`src/rtl/mito_layer_sequencer_if.sv`:
```
// mito_layer_sequencer_if: host/datapath control bundle for the MITO layer sequencer.
interface mito_layer_sequencer_if #(parameter int CNT_W = 16);
  logic             i_start;
  logic             i_abort;
  logic [1:0]       i_layer_type;
  logic [CNT_W-1:0] i_out_count;
  logic             i_ofm_ready;
  logic [3:0]       o_ifm_read;
  logic             o_wgt_read;
  logic             o_bias_read;
  logic             o_pe_en;
  logic [1:0]       o_mode;
  logic             o_ofm_valid;
  logic [CNT_W-1:0] o_out_idx;
  logic             o_busy;
  logic             o_done;
  modport master (output i_start, i_abort, i_layer_type, i_out_count, i_ofm_ready,
                  input o_ifm_read, o_wgt_read, o_bias_read, o_pe_en, o_mode, o_ofm_valid,
                  o_out_idx, o_busy, o_done);
  modport slave (input i_start, i_abort, i_layer_type, i_out_count, i_ofm_ready,
                 output o_ifm_read, o_wgt_read, o_bias_read, o_pe_en, o_mode, o_ofm_valid,
                 o_out_idx, o_busy, o_done);
endinterface

```
`src/rtl/mito_layer_sequencer.sv`:
```
// mito_layer_sequencer: per-layer load/compute/write sequencer for the MITO datapath.
// Define MITO_SEQ_WGT_REUSE_EN to load weights and bias once per layer instead of per pixel.
module mito_layer_sequencer #(
  parameter int         PE_LAT    = 2,
  parameter int         CNT_W     = 16,
  parameter int         INPUT_REG = 3,
  parameter logic [1:0] CONVOL    = 2'b01,
  parameter logic [1:0] FULLY     = 2'b10,
  parameter logic [1:0] POOL      = 2'b11
) (
  input logic                   clk,
  input logic                   rst_n,
  mito_layer_sequencer_if.slave bus
);
  typedef enum logic [2:0] {S_IDLE, S_CLEAR, S_WGT, S_BIAS, S_IFM, S_COMP, S_WRITE, S_DONE} state_t;
  localparam int CW = 8;
  state_t           r_state, w_state_nxt, w_reload;
  logic [CW-1:0]    r_cnt, w_cnt_nxt;
  logic [1:0]       r_mode;
  logic [CNT_W-1:0] r_out_count, r_out_idx;
  logic [3:0]       r_ifm_read, w_ifm_read;
  logic             r_wgt_read, r_bias_read, r_pe_en, r_ofm_valid, r_busy, r_done;
  logic             w_pool, w_last, w_accept, w_xfer;
  assign w_pool   = r_mode == POOL;
  assign w_last   = r_out_idx == r_out_count - 1'b1;
  assign w_accept = r_state == S_IDLE && bus.i_start &&
                    (bus.i_layer_type == CONVOL || bus.i_layer_type == FULLY || bus.i_layer_type == POOL);
  assign w_xfer   = r_state == S_WRITE && bus.i_ofm_ready && !bus.i_abort;
  always_ff @(posedge clk or negedge rst_n)
    if (!rst_n) begin
      r_state     <= S_IDLE;
      r_cnt       <= '0;
      r_mode      <= '0;
      r_out_count <= '0;
      r_out_idx   <= '0;
      r_ifm_read  <= '0;
      r_wgt_read  <= 1'b0;
      r_bias_read <= 1'b0;
      r_pe_en     <= 1'b0;
      r_ofm_valid <= 1'b0;
      r_busy      <= 1'b0;
      r_done      <= 1'b0;
    end else begin
      r_state     <= w_state_nxt;
      r_cnt       <= w_cnt_nxt;
      r_ifm_read  <= w_ifm_read;
      r_wgt_read  <= w_state_nxt == S_WGT;
      r_bias_read <= w_state_nxt == S_BIAS;
      r_pe_en     <= w_state_nxt == S_COMP && !w_pool;
      r_ofm_valid <= w_state_nxt == S_WRITE;
      r_busy      <= w_state_nxt != S_IDLE;
      r_done      <= w_state_nxt == S_DONE;
      if (w_accept) begin
        r_mode      <= bus.i_layer_type;
        r_out_count <= bus.i_out_count;
        r_out_idx   <= '0;
      end else if (w_xfer && !w_last) r_out_idx <= r_out_idx + 1'b1;
    end
  always_comb begin
`ifdef MITO_SEQ_WGT_REUSE_EN
    w_reload = S_IFM;
`else
    w_reload = w_pool ? S_IFM : S_WGT;
`endif
    w_state_nxt = r_state;
    case (r_state)
      S_IDLE:  if (w_accept) w_state_nxt = bus.i_out_count == '0 ? S_DONE : S_CLEAR;
      S_CLEAR: w_state_nxt = w_pool ? S_IFM : S_WGT;
      S_WGT:   if (r_cnt == CW'(INPUT_REG - 1)) w_state_nxt = S_BIAS;
      S_BIAS:  w_state_nxt = S_IFM;
      S_IFM:   if (r_cnt == (w_pool ? CW'(1) : CW'(INPUT_REG - 1))) w_state_nxt = S_COMP;
      S_COMP:  if (r_cnt == CW'(PE_LAT - 1)) w_state_nxt = S_WRITE;
      S_WRITE: if (bus.i_ofm_ready) w_state_nxt = w_last ? S_DONE : w_reload;
      default: w_state_nxt = S_IDLE;
    endcase
    if (bus.i_abort && r_state != S_IDLE) w_state_nxt = S_IDLE;
    w_cnt_nxt = w_state_nxt == r_state ? r_cnt + 1'b1 : '0;
  end
  // Outputs are registered from the next state, so strobes line up with the state they belong to.
  always_comb begin
    w_ifm_read = w_state_nxt == S_CLEAR ? 4'b1000 :
                 w_state_nxt == S_IFM   ? 4'(1) << w_cnt_nxt : 4'b0000;
  end
  assign bus.o_ifm_read  = r_ifm_read;
  assign bus.o_wgt_read  = r_wgt_read;
  assign bus.o_bias_read = r_bias_read;
  assign bus.o_pe_en     = r_pe_en;
  assign bus.o_mode      = r_mode;
  assign bus.o_ofm_valid = r_ofm_valid;
  assign bus.o_out_idx   = r_out_idx;
  assign bus.o_busy      = r_busy;
  assign bus.o_done      = r_done;
endmodule

```
`src/flat_wrapper.sv`:
```
// flat-port wrapper written by rule: the top's interface ports become plain ports
module mito_layer_sequencer_flat 
#(
  parameter int         PE_LAT    = 2,
  parameter int         CNT_W     = 16,
  parameter int         INPUT_REG = 3,
  parameter logic [1:0] CONVOL    = 2'b01,
  parameter logic [1:0] FULLY     = 2'b10,
  parameter logic [1:0] POOL      = 2'b11
)
  (clk, rst_n, bus_i_start, bus_i_abort, bus_i_layer_type, bus_i_out_count, bus_i_ofm_ready, bus_o_ifm_read, bus_o_wgt_read, bus_o_bias_read, bus_o_pe_en, bus_o_mode, bus_o_ofm_valid, bus_o_out_idx, bus_o_busy, bus_o_done);
  mito_layer_sequencer_if #(.CNT_W(CNT_W)) bus_i ();
  input logic clk;
  input logic rst_n;
  input wire logic [$bits(bus_i.i_start)-1:0] bus_i_start;
  input wire logic [$bits(bus_i.i_abort)-1:0] bus_i_abort;
  input wire logic [$bits(bus_i.i_layer_type)-1:0] bus_i_layer_type;
  input wire logic [$bits(bus_i.i_out_count)-1:0] bus_i_out_count;
  input wire logic [$bits(bus_i.i_ofm_ready)-1:0] bus_i_ofm_ready;
  output wire logic [$bits(bus_i.o_ifm_read)-1:0] bus_o_ifm_read;
  output wire logic [$bits(bus_i.o_wgt_read)-1:0] bus_o_wgt_read;
  output wire logic [$bits(bus_i.o_bias_read)-1:0] bus_o_bias_read;
  output wire logic [$bits(bus_i.o_pe_en)-1:0] bus_o_pe_en;
  output wire logic [$bits(bus_i.o_mode)-1:0] bus_o_mode;
  output wire logic [$bits(bus_i.o_ofm_valid)-1:0] bus_o_ofm_valid;
  output wire logic [$bits(bus_i.o_out_idx)-1:0] bus_o_out_idx;
  output wire logic [$bits(bus_i.o_busy)-1:0] bus_o_busy;
  output wire logic [$bits(bus_i.o_done)-1:0] bus_o_done;
  assign bus_i.i_start = bus_i_start;
  assign bus_i.i_abort = bus_i_abort;
  assign bus_i.i_layer_type = bus_i_layer_type;
  assign bus_i.i_out_count = bus_i_out_count;
  assign bus_i.i_ofm_ready = bus_i_ofm_ready;
  assign bus_o_ifm_read = bus_i.o_ifm_read;
  assign bus_o_wgt_read = bus_i.o_wgt_read;
  assign bus_o_bias_read = bus_i.o_bias_read;
  assign bus_o_pe_en = bus_i.o_pe_en;
  assign bus_o_mode = bus_i.o_mode;
  assign bus_o_ofm_valid = bus_i.o_ofm_valid;
  assign bus_o_out_idx = bus_i.o_out_idx;
  assign bus_o_busy = bus_i.o_busy;
  assign bus_o_done = bus_i.o_done;
  mito_layer_sequencer #(.PE_LAT(PE_LAT), .CNT_W(CNT_W), .INPUT_REG(INPUT_REG), .CONVOL(CONVOL), .FULLY(FULLY), .POOL(POOL)) u_core (.clk(clk), .rst_n(rst_n), .bus(bus_i));
endmodule
```
`config.mk`:
```
export PLATFORM = sky130hd
export DESIGN_NAME = mito_layer_sequencer_flat
export DESIGN_NICKNAME = d
export VERILOG_FILES = /design/src/rtl/mito_layer_sequencer_if.sv /design/src/rtl/mito_layer_sequencer.sv /design/src/flat_wrapper.sv
export SDC_FILE = /design/constraint.sdc
export NUM_CORES = 1
export LEC_CHECK = 0
export CELL_PAD_IN_SITES_DETAIL_PLACEMENT = 1
export CELL_PAD_IN_SITES_GLOBAL_PLACEMENT = 2
export CORE_MARGIN = 10
export CORE_UTILIZATION = 33
export CTS_CLUSTER_DIAMETER = 120
export DETAILED_ROUTE_END_ITERATION = 10
export GPL_ROUTABILITY_DRIVEN = 0
export PLACE_DENSITY_LB_ADDON = 0.1
export SYNTH_ARGS = -nofsm -noshare
export SYNTH_HDL_FRONTEND = slang
export SYNTH_SLANG_ARGS = --single-unit
```
`constraint.sdc`:
```
create_clock -name clk -period 4.1 [get_ports clk]
set_clock_uncertainty 0.15 [all_clocks]
set_input_delay 0.41 -clock clk [delete_from_list [all_inputs] [get_ports clk]]
set_output_delay 0.41 -clock clk [all_outputs]
set_load 0.01 [all_outputs]
```
==> key figures <==
Status
  • Status: finished clean

Critical path
  • Worst EP required: roughly 4200 ps
  • Slowest CP cell: or4_1
  • Crit path buffers/inverters: 1
  • Worst setup SP type: register
  • Max FO, Critical Path: 12
  • Crit. End Element: register
  • CP peak stage delay: 530 ps
  • CP cell instances: inv_1 > ha_1 > nor3b_2 > a41oi_1 > or4_1 > o211a_2 > nor4_1 > nor4_1 > o2bb2ai_2 > o21ba_2
  • CP arrival: 3790 ps
  • Family with the most delay on the worst path: simple AND/OR/NAND/NOR gates
  • CP dominant cell by count: nor4_1
  • Kind of critical path: register to register

Clocking
  • CTS buffer count: 5
  • CTS tree: built
  • Hold-fix buffers, CTS: 0
  • H-tree Lvls: 2
  • Max clock buf depth: 2
  • Post-CTS setup buffer count: 0
  • Clock latency on the worst-skew pair: 300 ps
  • Clock root buffer: clkbuf_8
  • Clk sinks: 55
  • Post_cts resized: 0
  • Clk slew on worst S/H paths: 100 ps

GRT
  • Vias in the first global route: roughly 3000
  • Grt total ovfl: 0
  • Total GRT Usage: 0.128
  • Initial antenna violation count: 0
  • First-pass GRT wire length: between 15000 and 20000 microns
  • Largest net degree at the start of global routing: 56

Routing
  • Via Count: 2753
  • Residual DRC: 0
  • DRT iter0 DRCs: 97
  • Post-Route WL: 8850 microns
  • 1st-pass router iterations: 6
  • Final ANT Viol Nets: 0
  • Wire length per cell: between 15 and 20 microns
  • Post-DR vias/cell: 5.15

Pwr
  • P per Cell Area: roughly 550 nW/um^2
  • PnR Total Power: 2.17 mW
  • Cell leakage power: 1.60 nW
  • Max IR drop VDD: approximately 0.21 mV

Timing
  • Slew headroom: 0.385
  • Hold Worst Slack: 65.4 ps
  • Worst-margin pin slew: ~910 ps
  • Fin crit share: 0.901
  • Final hold violations: 0
  • Setup TNS: 0 ps
  • Fin worst setup slack: 408 ps
  • Setup Viol. Count Final: 0
  • Unrepaired setup endpoints after global routing: false
  • Fmax: 0.271 GHz
  • Min Clock Period, post-route: 3690 ps
  • Final Max Slew Viols: 0

Placement
  • Placed Cells: 527
  • DPL Wire Length: just under 7000 microns
  • Port Buf Inserts: 50
  • Dpl ws: 429 ps
  • DP Area: 3900 sq um

Cells and area
  • Util after Layout: 0.409
  • Fin area: 3980 sq um
  • Area Overhead vs Synth: 21.6%
  • Ant diodes: 0
  • Fin nets: 429
  • Final Non-Filler Cells: approximately 540
  • Share of layout cells above drive strength 1: 0.0871

Worst hold path
  • Hold crit path type: input port to async pin

Yosys
  • Distinct cell type count after synthesis: 57
  • Netlist Area Pre-Place: 3270 sq um
  • Synth Warn #: 0
  • Avg Inst Size Synth: 9.25 sq um
  • Seq/Total Area, Yosys: 0.420
  • FF+latch count, synth: 55
  • Primary FF master, synth: dfrtp_1
  • Number of synthesized flops with an enable pin: 0
  • Share of flip-flops with an asynchronous set or reset: 1.00
  • Syn_nets: 382
  • Synth Instances: approximately 350

Floorplan
  • Chip Height: 120 microns
  • Row count: 36
  • Die X: 120 microns
  • Core ar.: 9730 sq um
  • Io pins: between 50 and 60
  • Die ar.: 14300 sq um
  • Starting Density: 0.336

Run
  • Maxcap violations: 0
-- cells in the mapped netlist, types with 3 or more instances --
cell,n,area share
nor2_1,43,0.049
nand3_1,15,0.023
nand3b_1,3,0.0069
xnor2_1,26,0.070
dfrtp_1,55,0.42
a21oi_1,6,0.0092
xor2_1,15,0.040
nor3_1,16,0.024
and3_1,8,0.015
mux2_2,11,0.038
inv_1,16,0.018
nand4_1,7,0.013
or3_1,4,0.0076
o21a_1,3,0.0069
nand2_1,33,0.038
nor4_1,10,0.019
o21ai_0,14,0.021
ha_1,5,0.019
nor2b_1,3,0.0057
clkbuf_1,11,0.013
-- cell type report --
cell class	instances	area, sq um
repair buffers	54	526
flip-flops and latches	55	1380
clock inverters	1	5.00
multi-input cells	269	1770
well taps	133	166
clock buffers	7	76.3
inverters	16	60.1
fillers	1162	5750
-- final timing paths --
check	from	to	slack (ps)	cells after the start
max in group asynchronous	rst_n	u_core.bus.o_out_idx[6]	3220	2
min in group clk	u_core.r_out_count[15]	u_core.r_out_count[15]	400	1
setup / recovery	u_core.r_out_count[0]	u_core.bus.o_ifm_read[0]	410	10
setup reg to reg	u_core.r_out_count[0]	u_core.bus.o_ifm_read[0]	410	10
hold / removal	rst_n	u_core.bus.o_mode[1]	70	2
hold reg to reg	u_core.r_out_count[15]	u_core.r_out_count[15]	400	1
-- registers in the layout, indices dropped and copies added (netlist names) --
signal / count
u_core.bus.o_bias_read: 1
u_core.bus.o_ofm_valid: 1
u_core.bus.o_ifm_read: 4
u_core.bus.o_mode: 2
u_core.bus.o_pe_en: 1
u_core.bus.o_wgt_read: 1
u_core.bus.o_done: 1
u_core.bus.o_out_idx: 16
u_core.bus.o_busy: 1
u_core.r_cnt: 8
u_core.r_out_count: 16
u_core.r_state: 3
-- worst register-to-register path, stage by stage, from the launching register on --
cell,delay [ps]
dfrtp_1,430
inv_1,110
ha_1,180
nor3b_2,450
a41oi_1,240
or4_1,530
o211a_2,170
nor4_1,530
nor4_1,110
o2bb2ai_2,480
o21ba_2,230
-- kinds of logic (layout without fill, tap and decap cells) --
group | count (synthesis) | in the layout | share of synthesized area
AOI/OAI and AO/OA | 50 | 50 | 0.117
DFF | 55 | 55 | 0.420
and+or+nand+nor | 162 | 162 | 0.258
muxes | 11 | 11 | 0.0378
buffers and inverters | 30 | 78 | 0.0382
xor gates and xnor gates | 41 | 41 | 0.110
adders and majority gates | 5 | 5 | 0.0191
-- placed cells by master (no fill, tap or decap), types with 2 or more instances in the layout --
master / Yosys / routed
o21ai_0: 14 / 14
xor2_1: 15 / 15
a211o_1: 2 / 2
clkbuf_1: 11 / 2
dfrtp_1: 55 / 55
a41oi_1: 2 / 2
clkdlybuf4s50_1: 0 / 49
xnor2_1: 26 / 26
nor3b_1: 2 / 2
nand3b_1: 3 / 3
or3_1: 4 / 4
ha_1: 5 / 5
or4_1: 2 / 2
nand2_1: 33 / 33
o21ba_2: 2 / 2
nand4_1: 7 / 7
nand3_1: 15 / 15
or2_2: 2 / 2
and2_1: 2 / 2
buf_4: 1 / 4
nand4b_1: 2 / 2
clkbuf_8: 0 / 5
nor2b_1: 3 / 3
inv_1: 16 / 16
o22ai_1: 2 / 2
nor4b_1: 2 / 2
mux2_2: 11 / 11
nor2_1: 43 / 43
a21oi_1: 6 / 6
o21a_1: 3 / 3
and4_1: 2 / 2
nor3_1: 16 / 16
and3_1: 8 / 8
o311ai_0: 2 / 2
nor4_1: 10 / 10
o31ai_1: 2 / 2
-- routing by layer --
layer / part of all wire / track usage
met1: 0.47 / 0.162
met2: 0.48 / 0.216
met3: 0.029 / 0.0244
met4: 0.018 / 0.0400
met5: 0 / 0
-- report_power, final --
group          total (mW)  switching, mW  internal [mW]
sequential          0.892          0.212          0.680
combinational       0.984          0.528          0.456
clock               0.296          0.176          0.121
total                2.17          0.916           1.26
Power figures use the tool's default switching activity.
==> patch: new RTL, config.mk and constraints unchanged <==
Make the reset (`rst_n`) synchronous in one clocked block.
--- a/src/rtl/mito_layer_sequencer.sv
+++ b/src/rtl/mito_layer_sequencer.sv
@@ -26,7 +26,7 @@
   assign w_accept = r_state == S_IDLE && bus.i_start &&
                     (bus.i_layer_type == CONVOL || bus.i_layer_type == FULLY || bus.i_layer_type == POOL);
   assign w_xfer   = r_state == S_WRITE && bus.i_ofm_ready && !bus.i_abort;
-  always_ff @(posedge clk or negedge rst_n)
+  always_ff @(posedge clk)
     if (!rst_n) begin
       r_state     <= S_IDLE;
       r_cnt       <= '0;
Behaviour: differs if rst_n is asserted again (counterexample within 4 cycles, from zero or initial values and one cycle with rst_n low); with rst_n held inactive, the same outputs for 10 cycles.
==> patch against the unedited design <==
Cell area fell by 5.2%; critical path depth did not move; wire length rose by 14%; setup slack improved by 380 ps; area after synthesis fell by 5.7%; hold slack improved by 290 ps; sequential cell count did not move.
Power is not compared: it rests on default switching activity, and its combinational part moved more than twofold at a synthesized area within 25%.
==> patch: results (changes against the unedited design) <==
| Metric | Value |
|---|---|
| Outcome | finished clean |
| First-pass GRT wire length | 16900 µm (+10%) |
| 1st-iter DRT viols | 70 (-28%) |
| Global routing usage on met1 | 0.188 (+0.0260) |
| Async set-reset flop share out of synthesis | 0 (-1.00) |
| Antenna violations before repair | 0 (unchanged) |
| Rel. slew slack | 0.464 (+0.0786) |
| Synth cell count leaders | 56 x nand2_1, 55 x dfxtp_1, 37 x a21oi_1 |
| Post-synthesis net count | 412 (+7.9%) |
| Largest net degree at the start of global routing | 23 (-59%) |
| R2R setup slack | 790 ps (+380 ps) |
| Top post-synthesis cells by area | dfxtp_1 36%, xnor2_1 7.4%, nand2_1 6.8% |
| HP Start | u_core.r_out_count[15] |
| Routed length on met3 | 358 µm (+39%) |
| Clk buf depth | 2 (unchanged) |
| Root buffer selected by CTS | clkbuf_8 |
| Data arrival, critical path | 3400 ps (-390 ps) |
| Number of I/O port buffers | 50 (unchanged) |
| R2R cell count | 10 (unchanged) |
| Inserted Diodes | 0 (unchanged) |
| Reg-to-reg endpoint | u_core.bus.o_ifm_read[2] |
| GRT Resource Usage Total | 0.156 (+0.0279) |
| Number of vias per cell | 5.44 (+5.7%) |
| Met2 wire length | 5070 µm (+20%) |
| Sequential share of the synthesized area | 0.357 (-0.0639) |
| Final worst-path cycle share | 0.808 (-0.0925) |
| Critical path origin | u_core.r_out_count[0] |
| Syn_area_per_cell | 8.04 µm² (-13%) |
| Worst-path maximum fanout | 10 (-2) |
| Pre-antenna DRT Iters | 4 (-2) |
| Post-CTS setup buffer count | 0 (unchanged) |
| Grt met3 use | 0.0313 (+0.00695) |
| Ys Warns | 0 (unchanged) |
| M2 GR Usage | 0.273 (+0.0574) |
| Nets | 456 (+6.3%) |
| Hold Path Class | register to register |
| WL final | 10100 µm (+14%) |
| Pre-CTS setup slack | 667 ps (+238 ps) |
| Placed cells | 532 (+0.95%) |
| Detailed Place HPWL | 7950 µm (+18%) |
| Synth cell types | 53 (-7.0%) |
| Post-synth EDFFs | 0 (unchanged) |
| Vias in the first global route | 3114 (+3.3%) |
| Met1 WL | 4510 µm (+7.6%) |
| Kind of critical path | register to register |
| Layout cells sized above 1 | 0.0513 (-0.0358) |
| Via count | 2937 (+6.7%) |
patch: cell count changes after synthesis, sizes merged, moves of 7 or more:
cell,delta
and2,+7
nor2,-20
a21oi,+31
nand2,+23
xor2,-7
dfxtp,+55
dfrtp,-55
mux2,-10
patch: critical path, stage by stage, from the launching register on:
cell and delay, ps:
dfxtp_1 380, inv_1 80, ha_1 210, or3b_1 370, or3_1 330, xnor2_1 180
nor4_4 350, and3_1 340, mux2i_1 300, o211ai_2 280, nor4_2 280
patch: cells by family after synthesis:
family          synth area share
buf+inv                   0.0340
fa+ha+maj                 0.0203
simple gates               0.322
compound gates             0.157
flops                      0.357
mux                       0.0134
xor+xnor                  0.0964
patch: layout make-up:
type                    instances  area [µm²]
flip-flops and latches         55        1100
clock buffers                   5        68.8
inverters                      10        37.5
fillers                      1144        5420
clock inverters                 3        22.5
repair buffers                 53         523
well taps                     111         139
multi-input cells             303        1880
patch: metrics by stage:
stage,power (W),cell area (µm²)
finish,0.00116,3770
global placement,0.000851,3680
detailed placement,0.000855,3680
CTS,0.00118,3770
global route,0.00124,3770
floorplan,0.000763,3090
patch: how the worst min path moves through the flow:
| stage | slack [ps] | cells after the start | to |
|---|---|---|---|
| floorplan | 300 | 2 | u_core.r_out_count[15] |
| global placement | 340 | 2 | u_core.r_out_count[12] |
| detailed placement | 350 | 2 | u_core.r_out_count[15] |
| CTS | 370 | 2 | u_core.r_out_count[15] |
| global route | 390 | 2 | u_core.r_out_count[15] |
| finish | 360 | 2 | u_core.r_out_count[15] |
patch: power by group:
part / switching, W / total [W] / internal [W]
logic: 0.000140 / 0.000254 / 0.000114
clock network: 0.000199 / 0.000323 / 0.000124
registers: 0.0000323 / 0.000586 / 0.000554
total: 0.000371 / 0.00116 / 0.000792
